==> src/rtl/seq_ctrl_pkg.sv <==
// Shared types and constants for the group-framed sequence detector controller.
package seq_ctrl_pkg;

  typedef enum logic {
    ST_IDLE = 1'b0,
    ST_RUN  = 1'b1
  } st_e;

  localparam logic [7:0] RST_PATTERN = 8'h1C;
  localparam int         RST_LEN     = 6;

  // Zero and out-of-range lengths both select the full group width.
  function automatic int clamp_len(input int len, input int max_len);
    if (len == 0 || len > max_len) return max_len;
    return len;
  endfunction

endpackage

==> src/rtl/seq_group_ctrl_if.sv <==
// Configuration, control, serial-data and status bundle for seq_group_ctrl.
// Inputs are sampled on the rising clock edge; no back-pressure exists, so a
// bit with data_valid=1 seen in RUN is always consumed on that edge.
interface seq_group_ctrl_if
  import seq_ctrl_pkg::*;
#(
  parameter int MAX_LEN = 8,
  parameter int CNT_W   = 8
);
  localparam int LEN_W = $clog2(MAX_LEN + 1);

  logic               cfg_we;
  logic [MAX_LEN-1:0] cfg_pattern;
  logic [LEN_W-1:0]   cfg_len;
  logic               start;
  logic               stop;
  logic               data_valid;
  logic               data;
  logic               busy;
  logic               match;
  logic               not_match;
  logic [CNT_W-1:0]   group_cnt;
  logic [CNT_W-1:0]   match_cnt;
  st_e                state_dbg;

  modport master (
    output cfg_we, cfg_pattern, cfg_len, start, stop, data_valid, data,
    input  busy, match, not_match, group_cnt, match_cnt, state_dbg
  );

  modport slave (
    input  cfg_we, cfg_pattern, cfg_len, start, stop, data_valid, data,
    output busy, match, not_match, group_cnt, match_cnt, state_dbg
  );
endinterface

==> src/rtl/seq_group_shift.sv <==
// Group assembly: shift register, bit counter and masked pattern comparator.
module seq_group_shift #(
  parameter int MAX_LEN = 8,
  parameter int LEN_W   = 4
) (
  input  logic               clk,
  input  logic               rst_n,
  input  logic               clear,
  input  logic               bit_en,
  input  logic               data,
  input  logic [LEN_W-1:0]   len,
  input  logic [MAX_LEN-1:0] pattern,
  output logic               group_done,
  output logic               group_eq
);
  logic [MAX_LEN-1:0] shift_q, shift_d, mask;
  logic [LEN_W-1:0]   bit_cnt;

  // The comparison uses the vector including the bit arriving this cycle.
  always_comb begin
    shift_d = shift_q;
    mask    = '0;
    for (int i = 0; i < MAX_LEN; i++) begin
      if (bit_cnt == LEN_W'(i)) shift_d[i] = data;
      if (i < int'(len))        mask[i]    = 1'b1;
    end
  end

  assign group_done = bit_en && (bit_cnt == len - LEN_W'(1));
  assign group_eq   = ~|((shift_d ^ pattern) & mask);

  always_ff @(posedge clk or negedge rst_n) begin
    if (!rst_n) begin
      shift_q <= '0;
      bit_cnt <= '0;
    end else if (clear) begin
      shift_q <= '0;
      bit_cnt <= '0;
    end else if (bit_en) begin
      shift_q <= shift_d;
      bit_cnt <= group_done ? '0 : bit_cnt + LEN_W'(1);
    end
  end
endmodule

==> src/rtl/seq_group_ctrl.sv <==
// Run sequencing, configuration, result pulses and optional statistics.
// Statistics counters are built only when SEQ_CTRL_CNT_EN is defined.
module seq_group_ctrl
  import seq_ctrl_pkg::*;
#(
  parameter int MAX_LEN = 8,
  parameter int CNT_W   = 8
) (
  input logic             clk,
  input logic             rst_n,
  seq_group_ctrl_if.slave bus
);
  localparam int LEN_W = $clog2(MAX_LEN + 1);
  localparam logic [MAX_LEN-1:0] RST_PAT = MAX_LEN'(RST_PATTERN);
  localparam logic [LEN_W-1:0]   RST_L   = LEN_W'(clamp_len(RST_LEN, MAX_LEN));

  st_e                state_q, state_d;
  logic               run_start;
  logic               bit_en;
  logic               group_done, group_eq;
  logic [MAX_LEN-1:0] pattern_q;
  logic [LEN_W-1:0]   len_q;
  logic               match_q, not_match_q;

  always_ff @(posedge clk or negedge rst_n) begin
    if (!rst_n) state_q <= ST_IDLE;
    else        state_q <= state_d;
  end

  always_comb begin
    state_d   = state_q;
    run_start = 1'b0;
    case (state_q)
      ST_IDLE: if (bus.start) begin
        state_d   = ST_RUN;
        run_start = 1'b1;
      end
      ST_RUN:  if (bus.stop) state_d = ST_IDLE;
      default: state_d = ST_IDLE;
    endcase
  end

  // A write in the start cycle lands before the first bit is accepted.
  always_ff @(posedge clk or negedge rst_n) begin
    if (!rst_n) begin
      pattern_q <= RST_PAT;
      len_q     <= RST_L;
    end else if (state_q == ST_IDLE && bus.cfg_we) begin
      pattern_q <= bus.cfg_pattern;
      len_q     <= LEN_W'(clamp_len(int'(bus.cfg_len), MAX_LEN));
    end
  end

  assign bit_en = (state_q == ST_RUN) && bus.data_valid;

  seq_group_shift #(.MAX_LEN(MAX_LEN), .LEN_W(LEN_W)) u_shift (
    .clk        (clk),
    .rst_n      (rst_n),
    .clear      (run_start),
    .bit_en     (bit_en),
    .data       (bus.data),
    .len        (len_q),
    .pattern    (pattern_q),
    .group_done (group_done),
    .group_eq   (group_eq)
  );

  always_ff @(posedge clk or negedge rst_n) begin
    if (!rst_n) begin
      match_q     <= 1'b0;
      not_match_q <= 1'b0;
    end else begin
      match_q     <= group_done && group_eq;
      not_match_q <= group_done && !group_eq;
    end
  end

`ifdef SEQ_CTRL_CNT_EN
  logic [CNT_W-1:0] group_cnt_q, match_cnt_q;

  always_ff @(posedge clk or negedge rst_n) begin
    if (!rst_n) begin
      group_cnt_q <= '0;
      match_cnt_q <= '0;
    end else if (run_start) begin
      group_cnt_q <= '0;
      match_cnt_q <= '0;
    end else if (group_done) begin
      if (group_cnt_q != '1)             group_cnt_q <= group_cnt_q + CNT_W'(1);
      if (group_eq && match_cnt_q != '1) match_cnt_q <= match_cnt_q + CNT_W'(1);
    end
  end

  assign bus.group_cnt = group_cnt_q;
  assign bus.match_cnt = match_cnt_q;
`else
  assign bus.group_cnt = '0;
  assign bus.match_cnt = '0;
`endif

  assign bus.busy      = (state_q == ST_RUN);
  assign bus.match     = match_q;
  assign bus.not_match = not_match_q;
  assign bus.state_dbg = state_q;
endmodule

==> src/flat_wrapper.sv <==
// flat-port wrapper written by rule: the top's interface ports become plain ports
module seq_group_ctrl_flat import seq_ctrl_pkg::*;
#(
  parameter int MAX_LEN = 8,
  parameter int CNT_W   = 8
)
  (clk, rst_n, bus_cfg_we, bus_cfg_pattern, bus_cfg_len, bus_start, bus_stop, bus_data_valid, bus_data, bus_busy, bus_match, bus_not_match, bus_group_cnt, bus_match_cnt, bus_state_dbg);
  seq_group_ctrl_if #(.MAX_LEN(MAX_LEN), .CNT_W(CNT_W)) bus_i ();
  input logic clk;
  input logic rst_n;
  input wire logic [$bits(bus_i.cfg_we)-1:0] bus_cfg_we;
  input wire logic [$bits(bus_i.cfg_pattern)-1:0] bus_cfg_pattern;
  input wire logic [$bits(bus_i.cfg_len)-1:0] bus_cfg_len;
  input wire logic [$bits(bus_i.start)-1:0] bus_start;
  input wire logic [$bits(bus_i.stop)-1:0] bus_stop;
  input wire logic [$bits(bus_i.data_valid)-1:0] bus_data_valid;
  input wire logic [$bits(bus_i.data)-1:0] bus_data;
  output wire logic [$bits(bus_i.busy)-1:0] bus_busy;
  output wire logic [$bits(bus_i.match)-1:0] bus_match;
  output wire logic [$bits(bus_i.not_match)-1:0] bus_not_match;
  output wire logic [$bits(bus_i.group_cnt)-1:0] bus_group_cnt;
  output wire logic [$bits(bus_i.match_cnt)-1:0] bus_match_cnt;
  output wire logic [$bits(bus_i.state_dbg)-1:0] bus_state_dbg;
  assign bus_i.cfg_we = bus_cfg_we;
  assign bus_i.cfg_pattern = bus_cfg_pattern;
  assign bus_i.cfg_len = bus_cfg_len;
  assign bus_i.start = bus_start;
  assign bus_i.stop = bus_stop;
  assign bus_i.data_valid = bus_data_valid;
  assign bus_i.data = bus_data;
  assign bus_busy = bus_i.busy;
  assign bus_match = bus_i.match;
  assign bus_not_match = bus_i.not_match;
  assign bus_group_cnt = bus_i.group_cnt;
  assign bus_match_cnt = bus_i.match_cnt;
  assign bus_state_dbg = bus_i.state_dbg;
  seq_group_ctrl #(.MAX_LEN(MAX_LEN), .CNT_W(CNT_W)) u_core (.clk(clk), .rst_n(rst_n), .bus(bus_i));
endmodule
==> config.mk <==
export PLATFORM = sky130hd
export DESIGN_NAME = seq_group_ctrl_flat
export DESIGN_NICKNAME = d
export VERILOG_FILES = /design/src/rtl/seq_ctrl_pkg.sv /design/src/rtl/seq_group_ctrl_if.sv /design/src/rtl/seq_group_shift.sv /design/src/rtl/seq_group_ctrl.sv /design/src/flat_wrapper.sv
export SDC_FILE = /design/constraint.sdc
export NUM_CORES = 1
export LEC_CHECK = 0
export BUFFER_PORTS_ARGS = -buffer_cell sky130_fd_sc_hd__clkbuf_2
export CAP_MARGIN = 20
export CORE_ASPECT_RATIO = 1.75
export CORE_UTILIZATION = 58
export DETAILED_ROUTE_END_ITERATION = 8
export GPL_TIMING_DRIVEN = 0
export PLACE_DENSITY = 0.83
export SLEW_MARGIN = 0
export SYNTH_ARGS = -nofsm -noshare
export SYNTH_HDL_FRONTEND = slang
export SYNTH_SLANG_ARGS = --single-unit
==> constraint.sdc <==
create_clock -name clk -period 6.6 [get_ports clk]
set_input_delay 1.65 -clock clk [delete_from_list [all_inputs] [get_ports clk]]
set_output_delay 1.65 -clock clk [all_outputs]
set_load 0.005 [all_outputs]
# After elaboration in Yosys (flattened, before gate mapping)
# Index checks and enable logic that the tools add are counted.
# W data, S select, Z words.
dict set report classes {
  add_sub_neg 2
  n_mul 0
  div 0
  n_lt_le_gt_ge 9
  eq_ne 8
  shifts 0
  n_mux 29
  bitwise_logic 3
  reduce_logical 11
}
# cell n
set op_table {}
lappend op_table {{$mux W1} 21}
lappend op_table {{$mux W4} 5}
lappend op_table {{$eq A4 B3 Y1 const B} 4}
lappend op_table {{$lt A3 B4 Y1 const A} 4}
lappend op_table {{$mux W8} 2}
lappend op_table {{$and A8 B8 Y8} 1}
lappend op_table {{$eq A4 B2 Y1 const B} 2}
lappend op_table {{$logic_not A4 Y1} 2}
lappend op_table {{$lt A1 B4 Y1 const A} 2}
lappend op_table {{$lt A2 B4 Y1 const A} 2}
lappend op_table {{$reduce_or A8 Y1} 1}
lappend op_table {{$xor A8 B8 Y8} 1}
lappend op_table {{$logic_and A1 B1 Y1} 5}
lappend op_table {{$add A4 B1 Y4 const B} 1}
lappend op_table {{$eq A4 B1 Y1 const B} 1}
lappend op_table {{$eq A4 B4 Y1} 1}
lappend op_table {{$gt A4 B4 Y1 const B} 1}
lappend op_table {{$sub A4 B1 Y4 const B} 1}
lappend op_table {{$pmux W1 S2} 1}
lappend op_table {{$reduce_bool A2 Y1} 1}
lappend op_table {{$logic_not A1 Y1} 1}
lappend op_table {{$logic_or A1 B1 Y1} 1}
lappend op_table {{$not A1 Y1} 1}
dict set report totals {
  reg_bits 27
  latch_bits 0
  ramBits 0
  romBits 0
  in_bits 19
  out_inout_bits 20
  wordCells 69
  mem_count 0
}

# Longest topological paths before layout
# Gate-level depths: netlist of run 1.
dict set report depth {
  ltp_word 7
  ltp_mapped 8
  depth_no_buf 8
}

# Hierarchy
# Synthesis of run 1 repeated with hierarchy kept, for this count alone.
dict set report unflattened {
  hier_cells 183
  hier_area_um2 1840.5
}
# module instances cells_each area_per_inst_um2 seq_area_each_um2
set modules_own_cells {}
lappend modules_own_cells {seq_group_shift 1 125 1066.0 300.3}
lappend modules_own_cells {seq_group_ctrl 1 58 774.5 381.6}

# Least setup slack after synthesis of run 1
# OpenSTA, ideal clock, no wires.
dict set report synth_timing {
  kind {input-to-reg}
  from {in bus_data}
  to {reg u_core.not_match_q (netlist: u_core.bus.not_match)}
  setup_time_ps 66
  arrival_ps 2957
  required_time_ps 6534
  slack_ps 3577
  stages 7
  n_path_buf 1
  cell_sequence {clkbuf_1 and2_1 a22oi_2 xor2_1 maj3_1 a22oi_1 o31a_1}
}
dict set report synth_via {
  elab_chain_cells 5
  elab_cells_between_ends 12
  cone_classes {mux: 8; bitwise: 2; reduce/logical: 2}
}
# item line_no
set synth_rtl {}
lappend synth_rtl {{start: declaration} flat_wrapper.sv:17} ;# input wire logic [$bits(bus_i.data)-1:0] bus_data;
lappend synth_rtl {{$mux W1} seq_group_shift.sv:24} ;# if (bit_cnt == LEN_W'(i)) shift_d[i] = data;
lappend synth_rtl {{$xor A8 B8 Y8 *} seq_group_shift.sv:30} ;# assign group_eq = ~|((shift_d ^ pattern) & mask);
lappend synth_rtl {{$and A8 B8 Y8 *} seq_group_shift.sv:30}
lappend synth_rtl {{$reduce_or A8 Y1 *} seq_group_shift.sv:30}
lappend synth_rtl {{$logic_and A1 B1 Y1 *} seq_group_ctrl.sv:74} ;# not_match_q <= group_done && !group_eq;
lappend synth_rtl {{end signal: assignment} seq_group_ctrl.sv:74}
lappend synth_rtl {{end: declaration} seq_group_ctrl.sv:23} ;# logic match_q, not_match_q;
# Every way passes the cells marked *; elsewhere a longest branch is shown, timed or not.
# A chain may end at the register's enable or synchronous reset.

# Worst setup path in the final report of run 1
# Ends and elaborated chain as after synthesis.

==> results of run 1 <==
power by group through the flow:
stage	Combinational (mW)	Sequential [mW]	Clock [mW]
6_report	0.230	0.232	0.0979
5_1_grt	0.253	0.237	0.102
4_1_cts	0.228	0.232	0.0983
3_5_place_dp	0.224	0.235	0
3_3_place_gp	0.217	0.232	0
2_1_floorplan	0.174	0.226	0
area by class of cell:
cell class | count | area (sq um) | share of cell area (%)
Sequential cell | 27 | 681.9 | 33.19
Inverter | 7 | 26.28 | 1.279
Multi-Input combinational cell | 147 | 996.0 | 48.48
Timing Repair Buffer | 22 | 110.1 | 5.359
Clock buffer | 4 | 45.04 | 2.192
Buffer | 25 | 160.2 | 7.795
Tap cell | 28 | 35.03 | 1.705
worst min-delay path, stage by stage (launching register included):
cell	delay [ps]
dfrtp_1	350
o21ai_0	70
o21ai_0	70
cells by family (layout without fill, tap and decap cells):
| kind of cell | after synthesis | count (layout) |
|---|---|---|
| buffers and inverters | 32 | 58 |
| muxes | 15 | 15 |
| adders and majority gates | 10 | 10 |
| and+or+nand+nor | 46 | 46 |
| other | 1 | 16 |
| AOI/OAI and AO/OA | 46 | 46 |
| DFF | 27 | 27 |
| xor gates and xnor gates | 14 | 14 |
through the flow:
stage	hold slack (ps)	setup WS, ps	utilization [%]	cell area [sq um]
after floorplan	470.1	3577	-	1864
after CTS	526.5	3539	70.17	2054
after global placement	490.3	3263	68.63	2009
after global routing	564.9	3396	70.17	2054
final	528.1	3526	70.17	2054
after detailed placement	500.2	3258	68.63	2009
sequential cells by signal, summed over array words and instances (netlist names):
name / count
u_core.u_shift.shift_q: 8
u_core.bus.busy: 1
u_core.bus.match: 1
u_core.u_shift.bit_cnt: 4
u_core.len_q: 4
u_core.pattern_q: 8
u_core.bus.not_match: 1
final timing paths:
kind	from	to	slack (ps)
min reg2reg	u_core.u_shift.shift_q[5]	u_core.u_shift.shift_q[5]	530
max in group asynchronous	rst_n	u_core.bus.busy	4780
min in group asynchronous	rst_n	u_core.u_shift.bit_cnt[2]	1390
min	u_core.u_shift.shift_q[5]	u_core.u_shift.shift_q[5]	530
max	bus_data	u_core.bus.not_match	3530
max reg2reg	u_core.u_shift.bit_cnt[0]	u_core.bus.not_match	4110
metal layers:
metal	track usage, %	vias to the layer above
met2	49.18	39
met1	29.03	700
li1	-	715
met5	0	-
met4	10.44	0
met3	1.422	9
synthesized netlist by cell type (6+ instances only):
| master | instances |
|---|---|
| o21ai_0 | 23 |
| dfrtp_1 | 22 |
| buf_4 | 17 |
| a21oi_1 | 10 |
| nand2_1 | 9 |
| nor2_1 | 9 |
| ha_1 | 8 |
| mux2_2 | 8 |
| xor2_1 | 8 |
| inv_1 | 7 |
| mux2i_1 | 7 |
| xnor2_1 | 6 |
==> reports/metrics.cfg, run 1 <==
[die]
start_util_pct=61.75
num_rows=26
die_w_microns=44.21
core_area_sq_um=2928
io_pins=39
die_y_microns=75.86
dieArea_sq_um=3353

[route]
num_vias=1463
antenna_left=0
avgRoutedWirePerCell_microns=15.05
drt-initial-drc-count=66
dr.max_layer_used=met4
drc=1
routed-wl-met2_mm=2.212
dr.pass1.iters=6
wl_met3_microns=117
viasPerCell=5.627
finalWirelength_mm=3.913
wl_met1_mm=1.473

[timing]
post-route-min-period_ps=3074
fin_setup_tns_ps=0
hold_viol=0
rsz0062_at_grt=false
drv_slew=0
clock.fmax_ghz=0.3253
fin_worst_skew_ps=5.978
worst_pin_slew_ps=674.9
relSlewSlack_pct=55.01
finalSetupViolCount=0
fin_crit_sh_pct=46.57

[critical_path]
cp_max_fo=10
path_cells=clkbuf_2 > clkbuf_1 > and2_1 > a22oi_2 > xor2_1 > maj3_1 > a22oi_1 > o31a_1
reg2regPathDepth=8
cp.arrival_ps=3290
cpPeakStageDelay_ps=350
cp.buffers_inverters=2
cpMaxStageDelayCell=clkbuf_1
path_class=input pin to flip-flop
cp.required_ps=6820
cpLargestDelayFamily=compound AO/OA/AOI/OAI gates
end_kind=flip-flop
worst-path-stages=8
cp-start-kind=input pin

[synth]
synth_compound_area_share_pct=15.29
netlist_area_sq_um=1808
seq_area_frac_synth_pct=37.72
synth_top_family_by_area=compound AO/OA/AOI/OAI gates
avgSynthCellArea_sq_um=9.466
synthAdderAreaFrac_pct=6.713
yosysTopAreaCell=dfrtp_1
synth_xor_area_share_pct=6.782
synth-seq-cells=27
synthMuxAreaShare_pct=8.858
ys_types=43
synth_edf_count=0
synthCells=191
synth_simple_gate_area_share_pct=14.12
synthArstFlopShare_pct=100.0
synth-main-ff-cell=dfrtp_1
netlist_top_cells_area=dfrtp_1, dfstp_2, buf_4
yosysWarnings=0
synth_top_area_share_pct=30.45

[power]
clkPwrFrac_pct=17.5
peakVddDrop_v=0.0002032
p_total_uw=560.4
swShare_pct=37.98
p_int_uw=347.6
p_leak_nw=1.008
p_comb_share_pct=41.1
power.density_nw_per_um2=272.8
p_switching_uw=212.8
seqPwrFrac_pct=41.4

[cts]
clockRootBuffer=clkbuf_8
clk_pin_slew_ps=100
cts_setup_buffers=0
cts_tree=done
post_cts_resized=0
clockBufferDepth=2
cts_made_buffers=3
worstSkewPairLatency_ps=280
cts_sinks=27
postCtsHoldBufs=0
cts-htree-levels=1

[final_layout]
fin_nets=260
layoutNonFillerInstCount=260
layout-drive-gt1-share_pct=27.16
layout_commonest_cell=o21ai_0
areaGrowthSynthToFinish_pct=13.63
antenna_cells=0
mostFrequentLayoutCells=o21ai_0, clkbuf_2, dfrtp_1
nFillCells=250

[global_routing]
grt_max_degree=28
grt_overflow=0
grt_antenna_before_repair=0
grt_pass1_wl_mm=6.451
grt_pass1_vias=1411
track_usage_pct=25.82

[placement]
gp_congestion=0.8831
port_buffers=22
place_hpwl_mm=2.924
dp.cells=256

[status]
outcome=complete, but fails checks
violations=design-rule violations

[run]
max-cap-violations=0

[hold_path]
holdPathStages=2
hold_path.class=flip-flop to flip-flop

Note: power is estimated with default switching activity, not from simulation.
==> run 2, diff against run 1 <==
--- a/config.mk
+++ b/config.mk
@@ -5,13 +5,14 @@
 export SDC_FILE = /design/constraint.sdc
 export NUM_CORES = 1
 export LEC_CHECK = 0
+export ABC_AREA = 1
 export BUFFER_PORTS_ARGS = -buffer_cell sky130_fd_sc_hd__clkbuf_2
 export CAP_MARGIN = 20
 export CORE_ASPECT_RATIO = 1.75
-export CORE_UTILIZATION = 58
+export CORE_UTILIZATION = 54
 export DETAILED_ROUTE_END_ITERATION = 8
 export GPL_TIMING_DRIVEN = 0
-export PLACE_DENSITY = 0.83
+export PLACE_DENSITY = 0.78
 export SLEW_MARGIN = 0
 export SYNTH_ARGS = -nofsm -noshare
 export SYNTH_HDL_FRONTEND = slang
==> constraint.sdc (replaced) <==
create_clock -name clk -period 2.9 [get_ports clk]
set_input_delay 0.725 -clock clk [delete_from_list [all_inputs] [get_ports clk]]
set_output_delay 0.725 -clock clk [all_outputs]
set_load 0.005 [all_outputs]
==> reports/metrics.cfg, run 2 <==
[cts]
cts_sinks=27
cts_made_buffers=3
clockBufferDepth=2
cts_setup_buffers=0
cts-htree-levels=1
worstSkewPairLatency_ps=280
cts_tree=done
post_cts_resized=0
clk_pin_slew_ps=90
postCtsHoldBufs=0
clockRootBuffer=clkbuf_8

[critical_path]
cp.required_ps=3070
end_kind=flip-flop
cp_common_cell=nand2_1
cp-start-kind=flip-flop
timing.rr.start=u_core.len_q[1]
worst-path-stages=8
r2r-end=u_core.u_shift.bit_cnt[0]
cp.arrival_ps=1930
cp-startpoint=u_core.len_q[1]
cpLargestDelayFamily=simple AND/OR/NAND/NOR gates
cp_max_fo=6
path_cells=inv_1 > ha_1 > nand2_1 > nand2_1 > nor3_1 > nand4_2 > nand2_1 > o21ai_1
cpMaxStageDelayCell=dfstp_2
path_class=flip-flop to flip-flop
cp.buffers_inverters=1
reg2reg_slack_ps=1140
cpPeakStageDelay_ps=540
cp-endpoint=u_core.u_shift.bit_cnt[0]
reg2regPathDepth=8

[timing]
setup_slack_ps=1140
fin_worst_skew_ps=1.641
worst_pin_slew_ps=659.5
fin_crit_sh_pct=60.69
finalSetupViolCount=0
rsz0062_at_grt=false
hold_viol=0
fin_setup_tns_ps=0
post-route-min-period_ps=1760
drv_slew=0
relSlewSlack_pct=56.03
clock.fmax_ghz=0.5682

[synth]
netlist_area_sq_um=1861
synth-main-ff-cell=dfrtp_1
yosysMostFrequentCell=nand2_1
yosysTopAreaCell=dfrtp_1
ys_types=29
synth_edf_count=0
yosysWarnings=0
seq_area_frac_synth_pct=36.65
synth_top_area_share_pct=29.59
synthCells=242
synth-seq-cells=27
avgSynthCellArea_sq_um=7.688
netlist_top_cells_count=nand2_1, nand3_1, inv_1, dfrtp_1, o21ai_0
synthArstFlopShare_pct=100.0
netlist_top_cells_area=dfrtp_1, nand2_1, nand3_1

[final_layout]
mostFrequentLayoutCells=nand2_1, nand3_1, inv_1
layout_commonest_cell=nand2_1
largest_registers=u_core.pattern_q (8), u_core.u_shift.shift_q (8)
layout-drive-gt1-share_pct=25.80
areaGrowthSynthToFinish_pct=14.26
fin_nets=311
nFillCells=282
antenna_cells=0

[global_routing]
grt_overflow=0
grtUsageMet3_pct=2.715
met1_usage_pct=27.84
grt_antenna_before_repair=0
grt_max_degree=28
grt_pass1_vias=1556
use_met2_pct=43.47
track_usage_pct=24.88
top_usage_layer=met2
grt_pass1_wl_mm=6.720

[die]
core_area_sq_um=3209
io_pins=39
num_rows=27
die_y_microns=79.65
start_util_pct=57.97
dieArea_sq_um=3693
die_w_microns=46.37

[hold_path]
hold_path.class=input pin to async pin

[placement]
port_buffers=22
place_hpwl_mm=3.088
gp_congestion=0.8401
pre_cts_ws_ps=913.8

[power]
power.density_nw_per_um2=607.8
p_leak_nw=1.089
peakVddDrop_v=0.0003495

[route]
drc=0
viasPerCell=4.929
avgRoutedWirePerCell_microns=11.98
finalWirelength_mm=3.904
dr.pass1.iters=5
drt-initial-drc-count=32
num_vias=1607
antenna_left=0

[run]
max-cap-violations=0

[status]
outcome=finished, final reports clean

## run 2: cell count changes after synthesis, moves of 5 or more
cell,delta
nand3_1,+34
nor2_1,-6
inv_1,+22
nand2_1,+42
nand3_2,+5
o22ai_1,+5
xor2_1,-7
mux2i_1,-7
a21oi_1,-8
mux2_2,-8
nand2_2,+8
## run 2: final cells by class
type	instances	area, sq um	area share, %
multi-input cells	174	938.4	44.14
flip-flops and latches	27	681.9	32.08
plain buffers	21	165.2	7.769
clock buffers	4	45.04	2.119
inverters	35	131.4	6.180
repair buffers	22	110.1	5.180
well taps	43	53.80	2.531
## run 2: kinds of logic (layout without fill, tap and decap cells)
family	count (synthesis)	count (layout)	synth area share (%)
compound gates	31	31	8.743
xor+xnor	5	5	2.354
fa+ha+maj	8	8	5.380
other cells	1	16	0.2016
flops	27	27	36.65
buf+inv	56	82	15.94
simple gates	114	114	30.73
## run 2: metal layers
| layer | share of wire, % | vias up |
|---|---|---|
| li1 | - | 826 |
| met4 | 3.6 | 0 |
| met5 | 0 | - |
| met2 | 54 | 59 |
| met1 | 38 | 709 |
| met3 | 4.4 | 13 |
## run 2: power breakdown
part	internal [mW]	switching, mW	leakage [nW]
combinational	0.218	0.341	0.725
sequential	0.455	0.0572	0.340
clock	0.0988	0.122	0.0228
total	0.772	0.520	1.09
## run 2: worst min-delay path by stage
stage	end	slack, ps	cells after the start
after detailed placement	u_core.pattern_q[4]	470	2
after global placement	u_core.pattern_q[4]	460	2
after CTS	u_core.u_shift.bit_cnt[0]	490	1
after global routing	u_core.u_shift.shift_q[2]	500	1
after floorplan	u_core.bus.busy	430	0
final	u_core.u_shift.bit_cnt[0]	460	1
## run 2: stage by stage
step	cell area (sq um)	std cells	power [mW]	utilization (%)	hold slack, ps
3_3_place_gp	2081	322	1.059	64.83	463.2
6_report	2126	326	1.292	66.24	458.5
5_1_grt	2126	326	1.400	66.24	495.5
2_1_floorplan	1917	257	0.9496	-	429.4
4_1_cts	2126	326	1.291	66.24	486.4
3_5_place_dp	2081	322	1.076	64.83	470.7
